--- src/rtl/uart_bram_loader_if.sv ---
// BRAM write port and frame status bundle driven by uart_bram_loader.
interface uart_bram_loader_if #(
  parameter int AW = 14,
  parameter int DW = 48
);
  logic [AW-1:0] bram_addr_out;
  logic [DW-1:0] bram_din_out;
  logic          left_we_out;
  logic          right_we_out;
  logic          busy_out;
  logic          frame_done_out;
  logic          error_out;

  modport master (
    output bram_addr_out, bram_din_out, left_we_out, right_we_out,
           busy_out, frame_done_out, error_out
  );
  modport slave (
    input  bram_addr_out, bram_din_out, left_we_out, right_we_out,
           busy_out, frame_done_out, error_out
  );
endinterface

--- src/rtl/uart_bram_loader.sv ---
// 8N1 UART receiver that packs bytes into words and writes the left/right frame BRAMs.
// Build option LOADER_TIMEOUT_EN adds an inter-byte timeout that aborts a stalled frame.
module uart_bram_loader #(
  parameter int         CLK_FREQ     = 100000000,
  parameter int         BAUD_RATE    = 3000000,
  parameter int         WORD_BYTES   = 6,
  parameter int         BRAM_DEPTH   = 12800,
  parameter logic [7:0] SYNC_BYTE    = 8'hA5,
  parameter int         TIMEOUT_CLKS = 1000000
) (
  input  logic               clk_in,
  input  logic               rst_n_in,
  input  logic               uart_rxd,
  uart_bram_loader_if.master bus
);
  localparam int CPB = CLK_FREQ / BAUD_RATE;
  localparam int AW  = (BRAM_DEPTH > 1) ? $clog2(BRAM_DEPTH) : 1;
  localparam int DW  = 8 * WORD_BYTES;
  localparam int BW  = (WORD_BYTES > 1) ? $clog2(WORD_BYTES) : 1;
  localparam int CW  = $clog2(CPB + 1);

  localparam logic [CW-1:0] BIT_END   = CW'(CPB - 1);
  localparam logic [CW-1:0] HALF_END  = CW'(CPB / 2 - 1);
  localparam logic [BW-1:0] LAST_BYTE = BW'(WORD_BYTES - 1);
  localparam logic [AW-1:0] LAST_ADDR = AW'(BRAM_DEPTH - 1);

  localparam logic [2:0] RX_IDLE  = 3'd0;
  localparam logic [2:0] RX_START = 3'd1;
  localparam logic [2:0] RX_BITS  = 3'd2;
  localparam logic [2:0] RX_STOP  = 3'd3;
  localparam logic [2:0] RX_WAIT  = 3'd4;

  localparam logic [2:0] F_HUNT = 3'd0;
  localparam logic [2:0] F_SEL  = 3'd1;
  localparam logic [2:0] F_DATA = 3'd2;
  localparam logic [2:0] F_WR   = 3'd3;
  localparam logic [2:0] F_DONE = 3'd4;

  // Reset asserts asynchronously, releases on a clock edge.
  logic [1:0] rst_sync;
  logic       rst_n;

  always_ff @(posedge clk_in or negedge rst_n_in) begin
    if (!rst_n_in) rst_sync <= 2'b00;
    else           rst_sync <= {rst_sync[0], 1'b1};
  end
  assign rst_n = rst_sync[1];

  logic [2:0]    rx_st;
  logic          rx_s1, rx_s2, rx_d;
  logic [CW-1:0] rx_cnt;
  logic [2:0]    rx_bit;
  logic [7:0]    rx_sh;
  logic          byte_valid, rx_err;

  always_ff @(posedge clk_in or negedge rst_n) begin
    if (!rst_n) begin
      rx_st      <= RX_IDLE;
      rx_s1      <= 1'b1;
      rx_s2      <= 1'b1;
      rx_d       <= 1'b1;
      rx_cnt     <= '0;
      rx_bit     <= '0;
      rx_sh      <= '0;
      byte_valid <= 1'b0;
      rx_err     <= 1'b0;
    end else begin
      rx_s1      <= uart_rxd;
      rx_s2      <= rx_s1;
      rx_d       <= rx_s2;
      byte_valid <= 1'b0;
      rx_err     <= 1'b0;
      rx_cnt     <= rx_cnt + 1'b1;
      case (rx_st)
        RX_IDLE: if (rx_d && !rx_s2) begin
          rx_st  <= RX_START;
          rx_cnt <= '0;
        end
        // Mid-start re-check rejects short low glitches.
        RX_START: if (rx_cnt == HALF_END) begin
          rx_cnt <= '0;
          rx_bit <= '0;
          rx_st  <= rx_s2 ? RX_IDLE : RX_BITS;
        end
        RX_BITS: if (rx_cnt == BIT_END) begin
          rx_cnt <= '0;
          rx_sh  <= {rx_s2, rx_sh[7:1]};
          rx_bit <= rx_bit + 1'b1;
          if (rx_bit == 3'd7) rx_st <= RX_STOP;
        end
        RX_STOP: if (rx_cnt == BIT_END) begin
          rx_cnt <= '0;
          if (rx_s2) byte_valid <= 1'b1;
          else       rx_err     <= 1'b1;
          rx_st <= RX_WAIT;
        end
        RX_WAIT: if (rx_s2) rx_st <= RX_IDLE;
        default: rx_st <= RX_IDLE;
      endcase
    end
  end

  logic [2:0]    f_st;
  logic          right_sel;
  logic [BW-1:0] byte_cnt;
  logic [AW-1:0] word_cnt;
  logic [DW-1:0] shreg, word_next;
  logic [AW-1:0] addr_q;
  logic [DW-1:0] din_q;
  logic          left_we_q, right_we_q, busy_q, done_q, err_q;
  logic          timeout;

  always_comb begin
    word_next = shreg;
    word_next[8*byte_cnt +: 8] = rx_sh;
  end

`ifdef LOADER_TIMEOUT_EN
  localparam int TW = $clog2(TIMEOUT_CLKS + 1);
  logic [TW-1:0] to_cnt;

  // Idle gap counter, only meaningful while a frame is open.
  always_ff @(posedge clk_in or negedge rst_n) begin
    if (!rst_n)                                               to_cnt <= '0;
    else if (byte_valid || f_st == F_HUNT || f_st == F_DONE)  to_cnt <= '0;
    else if (!timeout)                                        to_cnt <= to_cnt + 1'b1;
  end
  assign timeout = (to_cnt == TW'(TIMEOUT_CLKS));
`else
  assign timeout = (TIMEOUT_CLKS < 0);
`endif

  always_ff @(posedge clk_in or negedge rst_n) begin
    if (!rst_n) begin
      f_st       <= F_HUNT;
      right_sel  <= 1'b0;
      byte_cnt   <= '0;
      word_cnt   <= '0;
      shreg      <= '0;
      addr_q     <= '0;
      din_q      <= '0;
      left_we_q  <= 1'b0;
      right_we_q <= 1'b0;
      busy_q     <= 1'b0;
      done_q     <= 1'b0;
      err_q      <= 1'b0;
    end else begin
      left_we_q  <= 1'b0;
      right_we_q <= 1'b0;
      done_q     <= 1'b0;
      err_q      <= 1'b0;
      case (f_st)
        F_HUNT: begin
          if (rx_err) err_q <= 1'b1;
          else if (byte_valid && rx_sh == SYNC_BYTE) f_st <= F_SEL;
        end
        F_SEL: begin
          if (rx_err || timeout) begin
            err_q <= 1'b1;
            f_st  <= F_HUNT;
          end else if (byte_valid) begin
            if (rx_sh == 8'h00 || rx_sh == 8'h01) begin
              right_sel <= rx_sh[0];
              busy_q    <= 1'b1;
              word_cnt  <= '0;
              byte_cnt  <= '0;
              f_st      <= F_DATA;
            end else begin
              err_q <= 1'b1;
              f_st  <= F_HUNT;
            end
          end
        end
        F_DATA: begin
          if (rx_err || timeout) begin
            err_q  <= 1'b1;
            busy_q <= 1'b0;
            f_st   <= F_HUNT;
          end else if (byte_valid) begin
            shreg <= word_next;
            if (byte_cnt == LAST_BYTE) begin
              byte_cnt   <= '0;
              din_q      <= word_next;
              addr_q     <= word_cnt;
              left_we_q  <= !right_sel;
              right_we_q <= right_sel;
              f_st       <= F_WR;
            end else begin
              byte_cnt <= byte_cnt + 1'b1;
            end
          end
        end
        F_WR: begin
          if (word_cnt == LAST_ADDR) f_st <= F_DONE;
          else begin
            word_cnt <= word_cnt + 1'b1;
            f_st     <= F_DATA;
          end
        end
        F_DONE: begin
          done_q <= 1'b1;
          busy_q <= 1'b0;
          f_st   <= F_HUNT;
        end
        default: f_st <= F_HUNT;
      endcase
    end
  end

  assign bus.bram_addr_out  = addr_q;
  assign bus.bram_din_out   = din_q;
  assign bus.left_we_out    = left_we_q;
  assign bus.right_we_out   = right_we_q;
  assign bus.busy_out       = busy_q;
  assign bus.frame_done_out = done_q;
  assign bus.error_out      = err_q;
endmodule
--- src/flat_wrapper.sv ---
// flat-port wrapper written by rule: the top's interface ports become plain ports
module uart_bram_loader_flat 
#(
  parameter int         CLK_FREQ     = 100000000,
  parameter int         BAUD_RATE    = 3000000,
  parameter int         WORD_BYTES   = 6,
  parameter int         BRAM_DEPTH   = 12800,
  parameter logic [7:0] SYNC_BYTE    = 8'hA5,
  parameter int         TIMEOUT_CLKS = 1000000
)
  (clk_in, rst_n_in, uart_rxd, bus_bram_addr_out, bus_bram_din_out, bus_left_we_out, bus_right_we_out, bus_busy_out, bus_frame_done_out, bus_error_out);
  uart_bram_loader_if bus_i ();
  input  logic clk_in;
  input  logic rst_n_in;
  input  logic uart_rxd;
  output wire logic [$bits(bus_i.bram_addr_out)-1:0] bus_bram_addr_out;
  output wire logic [$bits(bus_i.bram_din_out)-1:0] bus_bram_din_out;
  output wire logic [$bits(bus_i.left_we_out)-1:0] bus_left_we_out;
  output wire logic [$bits(bus_i.right_we_out)-1:0] bus_right_we_out;
  output wire logic [$bits(bus_i.busy_out)-1:0] bus_busy_out;
  output wire logic [$bits(bus_i.frame_done_out)-1:0] bus_frame_done_out;
  output wire logic [$bits(bus_i.error_out)-1:0] bus_error_out;
  assign bus_bram_addr_out = bus_i.bram_addr_out;
  assign bus_bram_din_out = bus_i.bram_din_out;
  assign bus_left_we_out = bus_i.left_we_out;
  assign bus_right_we_out = bus_i.right_we_out;
  assign bus_busy_out = bus_i.busy_out;
  assign bus_frame_done_out = bus_i.frame_done_out;
  assign bus_error_out = bus_i.error_out;
  uart_bram_loader #(.CLK_FREQ(CLK_FREQ), .BAUD_RATE(BAUD_RATE), .WORD_BYTES(WORD_BYTES), .BRAM_DEPTH(BRAM_DEPTH), .SYNC_BYTE(SYNC_BYTE), .TIMEOUT_CLKS(TIMEOUT_CLKS)) u_core (.clk_in(clk_in), .rst_n_in(rst_n_in), .uart_rxd(uart_rxd), .bus(bus_i));
endmodule
--- config.mk ---
export PLATFORM = sky130hd
export DESIGN_NAME = uart_bram_loader_flat
export DESIGN_NICKNAME = d
export VERILOG_FILES = /design/src/rtl/uart_bram_loader_if.sv /design/src/rtl/uart_bram_loader.sv /design/src/flat_wrapper.sv
export SDC_FILE = /design/constraint.sdc
export NUM_CORES = 1
export LEC_CHECK = 0
export BUFFER_PORTS_ARGS = -buffer_cell sky130_fd_sc_hd__buf_4
export CAP_MARGIN = 20
export CORE_ASPECT_RATIO = 0.7
export CORE_MARGIN = 3
export CORE_UTILIZATION = 59
export CTS_CLUSTER_SIZE = 24
export DETAILED_ROUTE_END_ITERATION = 12
export GPL_ROUTABILITY_DRIVEN = 0
export PLACE_DENSITY_LB_ADDON = 0.3
export SLEW_MARGIN = 25
export SYNTH_ARGS = -nofsm -noshare
export SYNTH_HDL_FRONTEND = slang
export SYNTH_SLANG_ARGS = --single-unit
--- constraint.sdc ---
create_clock -name clk_in -period 5.3 [get_ports clk_in]
set_input_delay 1.06 -clock clk_in [delete_from_list [all_inputs] [get_ports clk_in]]
set_output_delay 1.06 -clock clk_in [all_outputs]
set_load 0.1 [all_outputs]
After elaboration in Yosys (flattened, before gate mapping)
Cells that the tools add are included.
{"block": "op_classes", "addsub": 5, "eq_ne": 33, "shift": 2, "mux": 63, "bitwise": 1, "reduce_logical": 24}
{"op": "3-bit two-way mux", "n": 22}
{"op": "14-bit two-way mux", "n": 4}
{"op": "48-bit bitwise mux", "n": 1}
{"op": "8-bit by 34-bit variable shift with 48-bit output (first input constant)", "n": 1}
{"op": "8-bit by 34-bit indexed part select with 48-bit output", "n": 1}
{"op": "6-bit negation with 34-bit output", "n": 1}
{"op": "14-bit case mux with 2 select lines", "n": 1}
{"op": "1-bit two-way mux", "n": 23}
{"op": "2-bit by 1-bit != test with 1-bit output (second input constant)", "n": 11}
{"op": "6-bit two-way mux", "n": 3}
{"op": "6-bit case mux with 3 select lines", "n": 1}
{"op": "3-bit case mux with 5 select lines", "n": 1}
{"op": "5-bit AND reduction", "n": 3}
{"op": "14-bit by 1-bit adder with 14-bit output (second input constant)", "n": 1}
{"op": "14-bit == test (second input constant)", "n": 1}
{"op": "3-bit by 2-bit == test with 1-bit output (second input constant)", "n": 4}
{"op": "3-bit == test (second input constant)", "n": 4}
{"op": "3-bit case mux with 2 select lines", "n": 2}
{"op": "3-bit case mux with 4 select lines", "n": 1}
{"op": "6-bit AND reduction", "n": 2}
{"op": "3-bit by 1-bit != test with 1-bit output (second input constant)", "n": 3}
{"op": "8-bit by 1-bit == test with 1-bit output (second input constant)", "n": 1}
{"op": "8-bit == test (second input constant)", "n": 1}
{"op": "8-bit logical NOT", "n": 1}
{"op": "other kinds (20)", "n": 34}
{"block": "totals", "register_bits": 163, "inputBits": 3, "out_inout_bits": 67, "wordCells": 150}

Logic depth before layout (Yosys ltp)
Gate-level depths: netlist of run 1.
{"block": "depth", "ltp_word": 6, "mapped_depth": 10, "mapped_depth_nobuf": 7}

Least setup slack after synthesis of run 1
No wires, ideal clock.
{"block": "synth_path", "path_type": "register -> register", "startpoint": "register u_core.byte_cnt[0]", "endpoint": "register u_core.shreg[16]", "setup_ns": 0.125, "arrival_ns": 2.532, "slack_ns": 2.643, "path_stages_with_launch": 11, "n_path_buf": 3, "synth_period_minus_slack_ns": 2.657, "path_cell_list": "dfrtp_1 -> clkbuf_1 -> inv_1 -> ha_1 -> ha_1 -> nand2b_1 -> nor4b_1 -> buf_2 -> nor2b_1 -> buf_4 -> mux2_2"}
{"block": "synth_via", "elab_chain_cells": 3}
{"item": "start, declared", "line": "uart_bram_loader.sv:105", "text": "logic [BW-1:0] byte_cnt;"}
{"item": "start signal, assigned", "line": "uart_bram_loader.sv:189", "text": "byte_cnt <= byte_cnt + 1'b1;"}
{"item": "6-bit negation with 34-bit output *", "line": "uart_bram_loader.sv:115", "text": "word_next[8*byte_cnt +: 8] = rx_sh;"}
{"item": "8-bit by 34-bit indexed part select with 48-bit output / 8-bit by 34-bit variable shift with 48-bit output (equally long branches)", "line": "uart_bram_loader.sv:115"}
{"item": "48-bit bitwise mux *", "line": "uart_bram_loader.sv:115"}
{"item": "end signal, assigned", "line": "uart_bram_loader.sv:180", "text": "shreg <= word_next;"}
{"item": "end, declared", "line": "uart_bram_loader.sv:107", "text": "logic [DW-1:0] shreg, word_next;"}
Every way passes the cells marked *; elsewhere a longest branch is shown, timed or not.
A chain may end at the register's enable or synchronous reset.

Worst setup path after layout of run 1
{"block": "layout_path", "startpoint": "register u_core.byte_cnt[0]", "endpoint": "register u_core.shreg[18]"}
The elaborated chain is that of the path after synthesis.

==> metrics.md, run 1 <==
| Metric | Value |
|---|---|
| Initial antenna violation count | 0 |
| Adder-cell share of the synthesized area | 0.0167 |
| H-tree Lvls | 4 |
| Compound-gate portion of the synthesized area | 0.0974 |
| Worst path depth | 8 |
| Post-DP HPWL | 10500 um |
| Crit Path Class | reg -> reg |
| Least-Margin Pin Slew | 0.858 ns |
| Post-Layout Cell Count | 887 |
| Total GRT Usage | 0.234 |
| Worst EP required | 5.60 ns |
| Yosys top cell by area | dfrtp_1 |
| Routed Antenna Nets | 0 |
| Most common cell after layout, fill and taps aside | dfrtp_1 |
| Period Utilization, post-route | 0.664 |
| Most frequent cells in the layout | dfrtp_1 (159), nand2_1 (83), buf_4 (75) |
| Max Root-Sink Buffers | 2 |
| Worst stage delay on the critical path | 0.90 ns |
| Inst Count DP | 856 |
| Yosys cell types | 66 |
| Setup tns final | 0 ns |
| Port bufs | 69 |
| Top cells by area, synth | dfrtp_1 (53%), mux2i_1 (6.0%), mux2_2 (5.4%), o21ai_0 (4.6%), nand2_1 (4.2%) |
| CP max FO | 27 |
| DP Worst Slack | 1.86 ns |
| Pin count of the biggest net entering global routing | 102 |
| Endpoint class of the critical path | register |
| Cell count after synthesis | 666 |
| Post-synthesis mux area share | 0.157 |
| Root Buffer | clkbuf_16 |
| Synth warnings | 0 |
| First-pass GRT wire length | 26500 um |
| Final WS setup | 1.78 ns |
| Max Freq | 0.284 GHz |
| Die W | 141 um |
| Critical Path, Cell by Cell | inv_1, ha_1, ha_1, nand2b_1, nor4b_2, buf_4, nor2b_1, mux2_2 |
| Fraction of registers with async set/reset | 1.00 |
| Unrepaired setup endpoints after global routing | false |
| Top cell by count, worst path | ha_1 |
| # setup viols final | 0 |
| Post-CTS setup buffer count | 0 |
| Synth Area in Simple Gates | 0.145 |
| Core area | 12100 um2 |
| Fin Clk Skew | 0.00962 ns |
| Clock latency at the later pin of the worst-skew pair | 0.42 ns |
| Worst EP arrival | 3.82 ns |
| Fin nets | 731 |
| XOR/XNOR Fraction of Synth Area | 0.00584 |
| Fillers | 844 |
| Number of placement rows | 33 |
| Max-Slew Margin vs Limit | 0.428 |
| Crit path time final | 3.52 ns |
| Pins Over Slew Limit | 0 |
| R2R Setup Slk | 1.78 ns |
| Initial Util | 0.622 |
| Chip Height | 100 um |
| Final Util | 0.717 |
| Worst-path clk slew | 0.06 ns |
| Vias per cell | 5.98 |
| FF+latch count, synth | 163 |
| Syn_nets | 679 |
| Min-Delay Path Class | reg -> reg |
| Mean Syn Cell Area | 11.3 um2 |
| Ports | 70 |
| Remaining global-route overflow | 0 |
| # DRC | 0 |
| Synth Flop Type | dfrtp_1 |
| Slowest-stage cell, CP | dfrtp_1 |
| Share of cells above drive strength 1 | 0.227 |
| N_diodes | 0 |
| Die area | 14100 um2 |
| First-pass DRT Iterations | 5 |
| Yosys top cell area share | 0.534 |
| Num CTS Buffers | 17 |
| Final Hold Violating Endpoints | 0 |
| Clk sinks | 163 |
| Post-synthesis sequential area ratio | 0.544 |
| Post-Syn Area | 7500 um2 |
| Cts repair resizes | 0 |
| Leakage | 4.00 nW |
| Final wirelength | 15800 um |
| Vias | 5300 |
| Worst VDD drop | 0.000217 V |
| Setup crit start kind | register |
| Hold_buf cts | 0 |
| Delay-heaviest family, CP | simple AND/OR/NAND/NOR gates |
| Power density cells | 303 nW/um2 |
| Hold depth | 0 |
| MaxCap Viol Count | 0 |
| DR iter-0 viols | 367 |
| Largest family of logic cells by synthesized area | multiplexers |
| Wire per inst | 17.9 um |
| Vias in the first global route | 5260 |
| Worst R2R Path Depth | 8 |
| Status | completed |
| Worst Path Buf+Inv | 2 |
| CTS tree | built |
| Count of flip-flops with a built-in enable after synthesis | 0 |
| Layout area overhead | 15.3% |
[logic make-up after synthesis]
kind of cell | after synthesis
AOI/OAI and AO/OA | 123
xor gates and xnor gates | 5
adders and majority gates | 10
buffers and inverters | 58
DFF | 163
muxes | 107
other | 1
and+or+nand+nor | 199
[per-layer routing]
metal,up-vias,routed length (um),track usage,part of all wire
met2,184,7550,0.371,0.48
met5,-,0,0,0
met4,0,160,0.0625,0.010
li1,2467,-,-,-
met1,2629,7140,0.330,0.45
met3,20,994,0.0552,0.063
[state kept, by name, summed over array words and instances, names as in the netlist, 2 cells and up]
signal	count
u_core.rx_cnt	6
u_core.rx_st	3
u_core.bus.bram_addr_out	14
u_core.byte_cnt	3
u_core.rx_bit	3
u_core.word_cnt	14
u_core.bus.bram_din_out	48
u_core.rst_sync	2
u_core.f_st	3
u_core.rx_sh	8
u_core.shreg	48
[report_power, final]
| group | leakage, nW | internal [W] | switching, W |
|---|---|---|---|
| Clock | 0.267 | 0.000668 | 0.000494 |
| Sequential | 2.25 | 0.00128 | 0.0000584 |
| Combinational | 1.48 | 0.0000553 | 0.0000596 |
| Total | 4.00 | 0.00200 | 0.000612 |
[Yosys cell counts (5+ instances only)]
cell,instances
nand4_1,6
nor2_1,16
nor4b_1,5
and3_1,6
nand2_1,83
o21ai_0,69
a21oi_1,11
and2_1,10
nand3_1,15
clkbuf_1,25
mux2_1,19
inv_1,16
mux2_2,36
a31oi_1,13
ha_1,10
nor3_1,8
mux2i_1,45
nor2b_1,11
buf_2,13
mux2_4,7
dfrtp_1,160
nor3b_1,8
[metrics by stage]
step                total power (W)  hold slack [ns]  instance area (um2)
floorplan                   0.00144            0.331                 7500
global placement            0.00146            0.346                 8090
detailed placement          0.00147            0.336                 8090
CTS                         0.00263            0.357                 8650
global route                0.00271            0.359                 8650
finish                      0.00262            0.355                 8650
[layout make-up]
type / instances / area (um2) / area share
Clock buffer: 19 / 453 / 0.0524
Tap cell: 157 / 196 / 0.0227
Multi-Input combinational cell: 445 / 3180 / 0.368
Inverter: 16 / 60.1 / 0.00695
Timing Repair Buffer: 75 / 563 / 0.0651
Clock inverter: 12 / 106 / 0.0123
Sequential cell: 163 / 4090 / 0.473
[worst paths after layout]
| path | from | endpoint |
|---|---|---|
| min in group asynchronous | rst_n_in | u_core.rst_sync[1]$_DFF_PN0_ |
| min | u_core.rx_s1$_DFF_PN1_ | u_core.rx_s2$_DFF_PN1_ |
| max in group asynchronous | u_core.rst_sync[1]$_DFF_PN0_ | u_core.shreg[8]$_DFFE_PN0P_ |
| max reg2reg | u_core.byte_cnt[0]$_DFFE_PN0P_ | u_core.shreg[18]$_DFFE_PN0P_ |
| max | u_core.byte_cnt[0]$_DFFE_PN0P_ | u_core.shreg[18]$_DFFE_PN0P_ |
| min reg2reg | u_core.rx_s1$_DFF_PN1_ | u_core.rx_s2$_DFF_PN1_ |
Power figures use the tool's default switching activity.
==> run 2, diff against run 1 <==
--- a/config.mk
+++ b/config.mk
@@ -5,6 +5,7 @@
 export SDC_FILE = /design/constraint.sdc
 export NUM_CORES = 1
 export LEC_CHECK = 0
+export ABC_AREA = 1
 export BUFFER_PORTS_ARGS = -buffer_cell sky130_fd_sc_hd__buf_4
 export CAP_MARGIN = 20
 export CORE_ASPECT_RATIO = 0.7
==> constraint.sdc (replaced) <==
create_clock -name clk_in -period 3.41 [get_ports clk_in]
set_input_delay 0.682 -clock clk_in [delete_from_list [all_inputs] [get_ports clk_in]]
set_output_delay 0.682 -clock clk_in [all_outputs]
set_load 0.1 [all_outputs]
==> run 2 against run 1 <==
- clock power increased by 67%
- non-clock buffer count increased by 1
- die area increased by 0.66%
- largest cell class unchanged
==> metrics.md, run 2 <==
| Metric | Value |
|---|---|
| Die W | 141 um |
| Worst EP arrival | 3.07 ns |
| Crit path time final | 2.78 ns |
| Chip Height | 101 um |
| Vias per cell | 5.42 |
| Global routing usage on met3 | 0.0488 |
| Status | completed |
| DR iter-0 viols | 517 |
| Post-synthesis sequential area ratio | 0.541 |
| Most numerous cell in the Yosys netlist | nand2_1 |
| Setup tns final | 0 ns |
| CP max FO | 19 |
| Worst EP required | 3.70 ns |
| Min-Delay Path Class | in -> async |
| Most frequent cells in the layout | nand2_1 (338), dfrtp_1 (159), o21ai_0 (94) |
| Yosys top cell by area | dfrtp_1 |
| # setup viols final | 0 |
| First-pass DRT Iterations | 5 |
| Reg-to-Reg Start | u_core.byte_cnt[0]$_DFFE_PN0P_ |
| Num CTS Buffers | 17 |
| R2R Setup Slk | 0.63 ns |
| Initial antenna violation count | 0 |
| Synth cell count leaders | nand2_1 (338), dfrtp_1 (160), o21ai_0 (94), nand3_1 (92), inv_1 (74) |
| Share of cells above drive strength 1 | 0.129 |
| Gr busiest metal | met2 |
| Synth Flop Type | dfrtp_1 |
| Post-DP HPWL | 11200 um |
| Cell count after synthesis | 930 |
| Count of flip-flops with a built-in enable after synthesis | 0 |
| Clk sinks | 163 |
| Fraction of registers with async set/reset | 1.00 |
| Max-Slew Margin vs Limit | 0.550 |
| Unrepaired setup endpoints after global routing | false |
| GR Util met2 | 0.385 |
| Mean Syn Cell Area | 8.12 um2 |
| Final Hold Violating Endpoints | 0 |
| Final wirelength | 17000 um |
| FF-to-FF End | u_core.shreg[4]$_DFFE_PN0P_ |
| Pin count of the biggest net entering global routing | 75 |
| Least-Margin Pin Slew | 0.675 ns |
| Leakage | 4.44 nW |
| Synth warnings | 0 |
| Met1 Track Usage GR | 0.384 |
| Power density cells | 478 nW/um2 |
| Total GRT Usage | 0.257 |
| Hold_buf cts | 0 |
| Post-CTS setup buffer count | 0 |
| First-pass GRT wire length | 29400 um |
| Routed Antenna Nets | 0 |
| Number of placement rows | 33 |
| Layout area overhead | 16.0% |
| FF+latch count, synth | 163 |
| Clock latency at the later pin of the worst-skew pair | 0.42 ns |
| Remaining global-route overflow | 0 |
| Worst VDD drop | 0.000367 V |
| # DRC | 0 |
| Max Root-Sink Buffers | 2 |
| Cts repair resizes | 0 |
| Die area | 14200 um2 |
| Setup crit start kind | register |
| Post-Syn Area | 7550 um2 |
| Fin Clk Skew | 0.0108 ns |
| Max Freq | 0.359 GHz |
| Top cells by area, synth | dfrtp_1 (53%), nand2_1 (17%), o21ai_0 (6.2%), nand3_1 (6.1%), inv_1 (3.7%) |
| FF/Latch Area | 4090 um2 |
| Worst R2R Path Depth | 8 |
| Port bufs | 69 |
| N_diodes | 0 |
| Yosys top cell area share | 0.530 |
| Initial Util | 0.624 |
| Wire per inst | 14.7 um |
| Most common cell after layout, fill and taps aside | nand2_1 |
| Vias in the first global route | 6080 |
| Final WS setup | 0.626 ns |
| MaxCap Viol Count | 0 |
| Root Buffer | clkbuf_16 |
| Core area | 12100 um2 |
| Syn_nets | 943 |
| Vias | 6291 |
| Fillers | 957 |
| Period Utilization, post-route | 0.816 |
| Pins Over Slew Limit | 0 |
| Multi-input gate area | 2980 um2 |
| Ports | 70 |
| H-tree Lvls | 4 |
| Yosys cell types | 29 |
| Post-Layout Cell Count | 1161 |
| CTS tree | built |
| Fin nets | 1005 |
| Worst-path clk slew | 0.06 ns |
| DP Worst Slack | 0.698 ns |
| Endpoint class of the critical path | register |
| Crit Path Class | reg -> reg |
| Total power | 0.00419 W |
| Inst Count DP | 1130 |
| Worst hold slack | 0.0294 ns |
==> run 2: changes by cell type in the layout (fill, tap and decap cells not counted), moves of 10 or more <==
cell,delta
a31oi_1,-12
mux2_1,-19
nor2b_1,-11
mux2i_1,-45
nor2_1,+34
o21ai_1,+26
and2_1,-10
nand2_1,+255
inv_1,+58
o21ai_0,+25
nand3_1,+77
mux2_2,-36
==> run 2: layout make-up <==
class                           instances  area share
Clock inverter                          8      0.0146
Sequential cell                       163       0.467
Timing Repair Buffer                   76      0.0680
Inverter                               81      0.0347
Tap cell                              157      0.0224
Multi-Input combinational cell        653       0.340
Clock buffer                           23      0.0534
==> run 2: stage by stage <==
stage | area [um2] | utilization
after global placement | 8160 | 0.675
after floorplan | 7550 | -
after global routing | 8760 | 0.724
after CTS | 8760 | 0.724
after detailed placement | 8160 | 0.675
final | 8760 | 0.724
==> run 2: how the worst max path moves through the flow <==
stage	to	cells past startpoint	start	slack, ns
final	u_core.shreg[4]$_DFFE_PN0P_	8	u_core.byte_cnt[0]$_DFFE_PN0P_	0.63
after global routing	u_core.bus.bram_din_out[2]$_DFFE_PN0P_	8	u_core.byte_cnt[0]$_DFFE_PN0P_	0.43
after CTS	u_core.shreg[3]$_DFFE_PN0P_	8	u_core.byte_cnt[0]$_DFFE_PN0P_	0.69
after detailed placement	u_core.shreg[3]$_DFFE_PN0P_	8	u_core.byte_cnt[0]$_DFFE_PN0P_	0.70
after global placement	u_core.shreg[6]$_DFFE_PN0P_	8	u_core.byte_cnt[0]$_DFFE_PN0P_	0.88
after floorplan	u_core.bus.bram_addr_out[0]$_DFFE_PN0P_	0	u_core.rst_sync[1]$_DFF_PN0_	0.72
==> run 2: cell families after synthesis <==
logic type / synth area share
buffers and inverters: 0.0650
AO/OA/AOI/OAI: 0.0830
adder cells (fa/ha/maj): 0.0166
other: 0.000497
AND/OR/NAND/NOR: 0.287
XOR/XNOR: 0.00696
flip-flops: 0.541
==> run 2: worst max-delay path: stages (launching register included) <==
cell and delay, ns:
dfrtp_1 0.63, inv_1 0.21, ha_1 0.28, ha_1 0.35, buf_4 0.23, nor3_1 0.18
nand2_1 0.31, o21ai_0 0.34, o21ai_0 0.12
==> run 2: layer usage <==
metal | up-vias | share of wire | wire (um)
met5 | - | 0 | 0
met4 | 0 | 0.015 | 252
met3 | 28 | 0.055 | 944
met2 | 199 | 0.45 | 7650
met1 | 2968 | 0.48 | 8170
li1 | 3096 | - | -
==> run 2: report_power, final <==
group | leakage [nW] | internal, W | switching [W]
sequential | 2.26 | 0.00197 | 0.0000517
combinational | 1.91 | 0.0000734 | 0.000150
clock | 0.283 | 0.00119 | 0.000755
total | 4.44 | 0.00323 | 0.000956
==> run 3, diff against run 2 <==
--- a/config.mk
+++ b/config.mk
@@ -10,7 +10,7 @@
 export CAP_MARGIN = 20
 export CORE_ASPECT_RATIO = 0.7
 export CORE_MARGIN = 3
-export CORE_UTILIZATION = 59
+export CORE_UTILIZATION = 54
 export CTS_CLUSTER_SIZE = 24
 export DETAILED_ROUTE_END_ITERATION = 12
 export GPL_ROUTABILITY_DRIVEN = 0
==> constraint.sdc (replaced) <==
create_clock -name clk_in -period 2.45 [get_ports clk_in]
set_input_delay 0.49 -clock clk_in [delete_from_list [all_inputs] [get_ports clk_in]]
set_output_delay 0.49 -clock clk_in [all_outputs]
set_load 0.1 [all_outputs]
==> run 3 against run 2 <==
- sequential power is 38% higher
- fmax rose by 25%
- global-route usage is 3.1 points lower
- total power increased by 41%
- critical path depth decreased by 1
- sequential cell count did not move
- final cell count rose by 2.8%
- wire length down 2.3%
- hold slack gained 0.14 ns
==> metrics.md, run 3 (same netlist as run 2, synthesis figures left out) <==
| Metric | Value |
|---|---|
| Fin Clk Skew | 0.0105 ns |
| Hold Startpoint | uart_rxd |
| MaxCap Viol Count | 0 |
| DR iter-0 viols | 401 |
| Least-Margin Pin Slew | 0.526 ns |
| Slowest-stage cell, CP | ha_1 |
| Crit path time final | 2.22 ns |
| Crit Path Class | reg -> reg |
| Die W | 147 um |
| Clock latency at the later pin of the worst-skew pair | 0.42 ns |
| Most common cell after layout, fill and taps aside | nand2_1 |
| Reg-to-Reg Start | u_core.byte_cnt[0]$_DFFE_PN0P_ |
| Detailed route wirelength on metal3 | 951 um |
| Setup crit start kind | register |
| H-tree Lvls | 4 |
| FF-to-FF End | u_core.bus.bram_din_out[2]$_DFFE_PN0P_ |
| Max Root-Sink Buffers | 2 |
| Ports | 70 |
| R2R Setup Slk | 0.23 ns |
| Chip Height | 105 um |
| Worst stage delay on the critical path | 0.37 ns |
| Initial Util | 0.563 |
| Final WS setup | 0.231 ns |
| Setup tns final | 0 ns |
| First-pass DRT Iterations | 5 |
| Root Buffer | clkbuf_16 |
| # setup viols final | 0 |
| Area of placed instances | 8220 um2 |
| Max-Slew Margin vs Limit | 0.648 |
| Worst EP arrival | 2.50 ns |
| Share of cells above drive strength 1 | 0.134 |
| Post-DP HPWL | 10900 um |
| Post-layout instance area | 8850 um2 |
| Hold endpoint | u_core.rx_s1$_DFF_PN1_ |
| Clk sinks | 163 |
| DP Worst Slack | 0.266 ns |
| Max Freq | 0.451 GHz |
| Worst EP required | 2.73 ns |
| CP max FO | 16 |
| Port bufs | 69 |
| Initial antenna violation count | 0 |
| Vias per cell | 5.20 |
| Final Hold Violating Endpoints | 0 |
| Period Utilization, post-route | 0.906 |
| Hold depth | 1 |
| Highest metal used | met4 |
| N_diodes | 0 |
| Status | completed |
| Final wirelength | 16600 um |
| Remaining global-route overflow | 0 |
| Min-Delay Path Class | in -> reg |
| Number of placement rows | 35 |
| Worst-path clk slew | 0.06 ns |
| Worst R2R Path Depth | 7 |
| Die area | 15500 um2 |
| Pin count of the biggest net entering global routing | 93 |
| Total GRT Usage | 0.226 |
| Layout area overhead | 17.2% |
| # DRC | 0 |
| Unrepaired setup endpoints after global routing | false |
| Vias in the first global route | 5808 |
| Fin nets | 1008 |
| Endpoint class of the critical path | register |
| WL met1 | 7950 um |
| Routed Antenna Nets | 0 |
| Vias | 6205 |
| Pins Over Slew Limit | 0 |
| Total power | 0.00590 W |
| Num CTS Buffers | 17 |
| Wire per inst | 13.9 um |
| Met2 wire len | 7520 um |
| Worst VDD drop | 0.000497 V |
| Leakage | 4.48 nW |
| First-pass GRT wire length | 28300 um |
| CTS tree | built |
| Most frequent cells in the layout | nand2_1 (338), dfrtp_1 (159), o21ai_0 (94) |
| Post-CTS setup buffer count | 0 |
| Power density cells | 667 nW/um2 |
| Core area | 13400 um2 |
| Critical Path, Cell by Cell | inv_1, ha_1, ha_1, nor3_1, nand2_1, o21ai_0, o21ai_0 |
[run 3: per-layer routing]
| metal | global-route usage | vias up |
|---|---|---|
| li1 | - | 3114 |
| met1 | 0.330 | 2889 |
| met2 | 0.339 | 184 |
| met3 | 0.0516 | 18 |
| met4 | 0.0685 | 0 |
| met5 | 0 | - |
[run 3: how the worst max path moves through the flow]
| stage | start | to | slack [ns] | depth (start not counted) |
|---|---|---|---|---|
| 5_1_grt | u_core.byte_cnt[0]$_DFFE_PN0P_ | u_core.bus.bram_din_out[5]$_DFFE_PN0P_ | 0.002 | 7 |
| 3_3_place_gp | u_core.byte_cnt[0]$_DFFE_PN0P_ | u_core.shreg[14]$_DFFE_PN0P_ | 0.41 | 10 |
| 4_1_cts | u_core.byte_cnt[0]$_DFFE_PN0P_ | u_core.bus.bram_din_out[2]$_DFFE_PN0P_ | 0.25 | 7 |
| 2_1_floorplan | u_core.byte_cnt[0]$_DFFE_PN0P_ | u_core.shreg[6]$_DFFE_PN0P_ | 0.51 | 8 |
| 3_5_place_dp | u_core.byte_cnt[0]$_DFFE_PN0P_ | u_core.shreg[26]$_DFFE_PN0P_ | 0.27 | 8 |
| 6_report | u_core.byte_cnt[0]$_DFFE_PN0P_ | u_core.bus.bram_din_out[2]$_DFFE_PN0P_ | 0.23 | 7 |
[run 3: stage by stage]
stage,hold slack (ns),utilization,cells
3_5_place_dp,0.274,0.614,1160
6_report,0.167,0.660,1193
5_1_grt,0.156,0.660,1193
3_3_place_gp,0.273,0.614,1160
2_1_floorplan,0.194,-,930
4_1_cts,0.158,0.660,1193
[run 3: area by class of cell]
type	count	area, um2
fillers	1105	4550
clock inverters	13	183
repair buffers	79	633
flip-flops and latches	163	4090
inverters	81	304
multi-input cells	653	2980
well taps	185	231
clock buffers	19	433
[run 3: where the power goes]
part / total (W) / internal (W) / switching (W)
logic: 0.000328 / 0.000105 / 0.000223
clock network: 0.00278 / 0.00171 / 0.00107
registers: 0.00279 / 0.00274 / 0.0000512
[run 3: worst max-delay path, delay by kind of cell, from the launching register on]
kind	cells	cell delay (ns)
simple gates	2	0.57
fa+ha+maj	2	0.60
flops	1	0.34
buf+inv	1	0.09
compound gates	2	0.46
[run 3: timing repair]
action / CTS / global route
resized for setup: 0 / 0
endpoints found under the hold margin: 2 / 0
hold buffers: 1 / 0
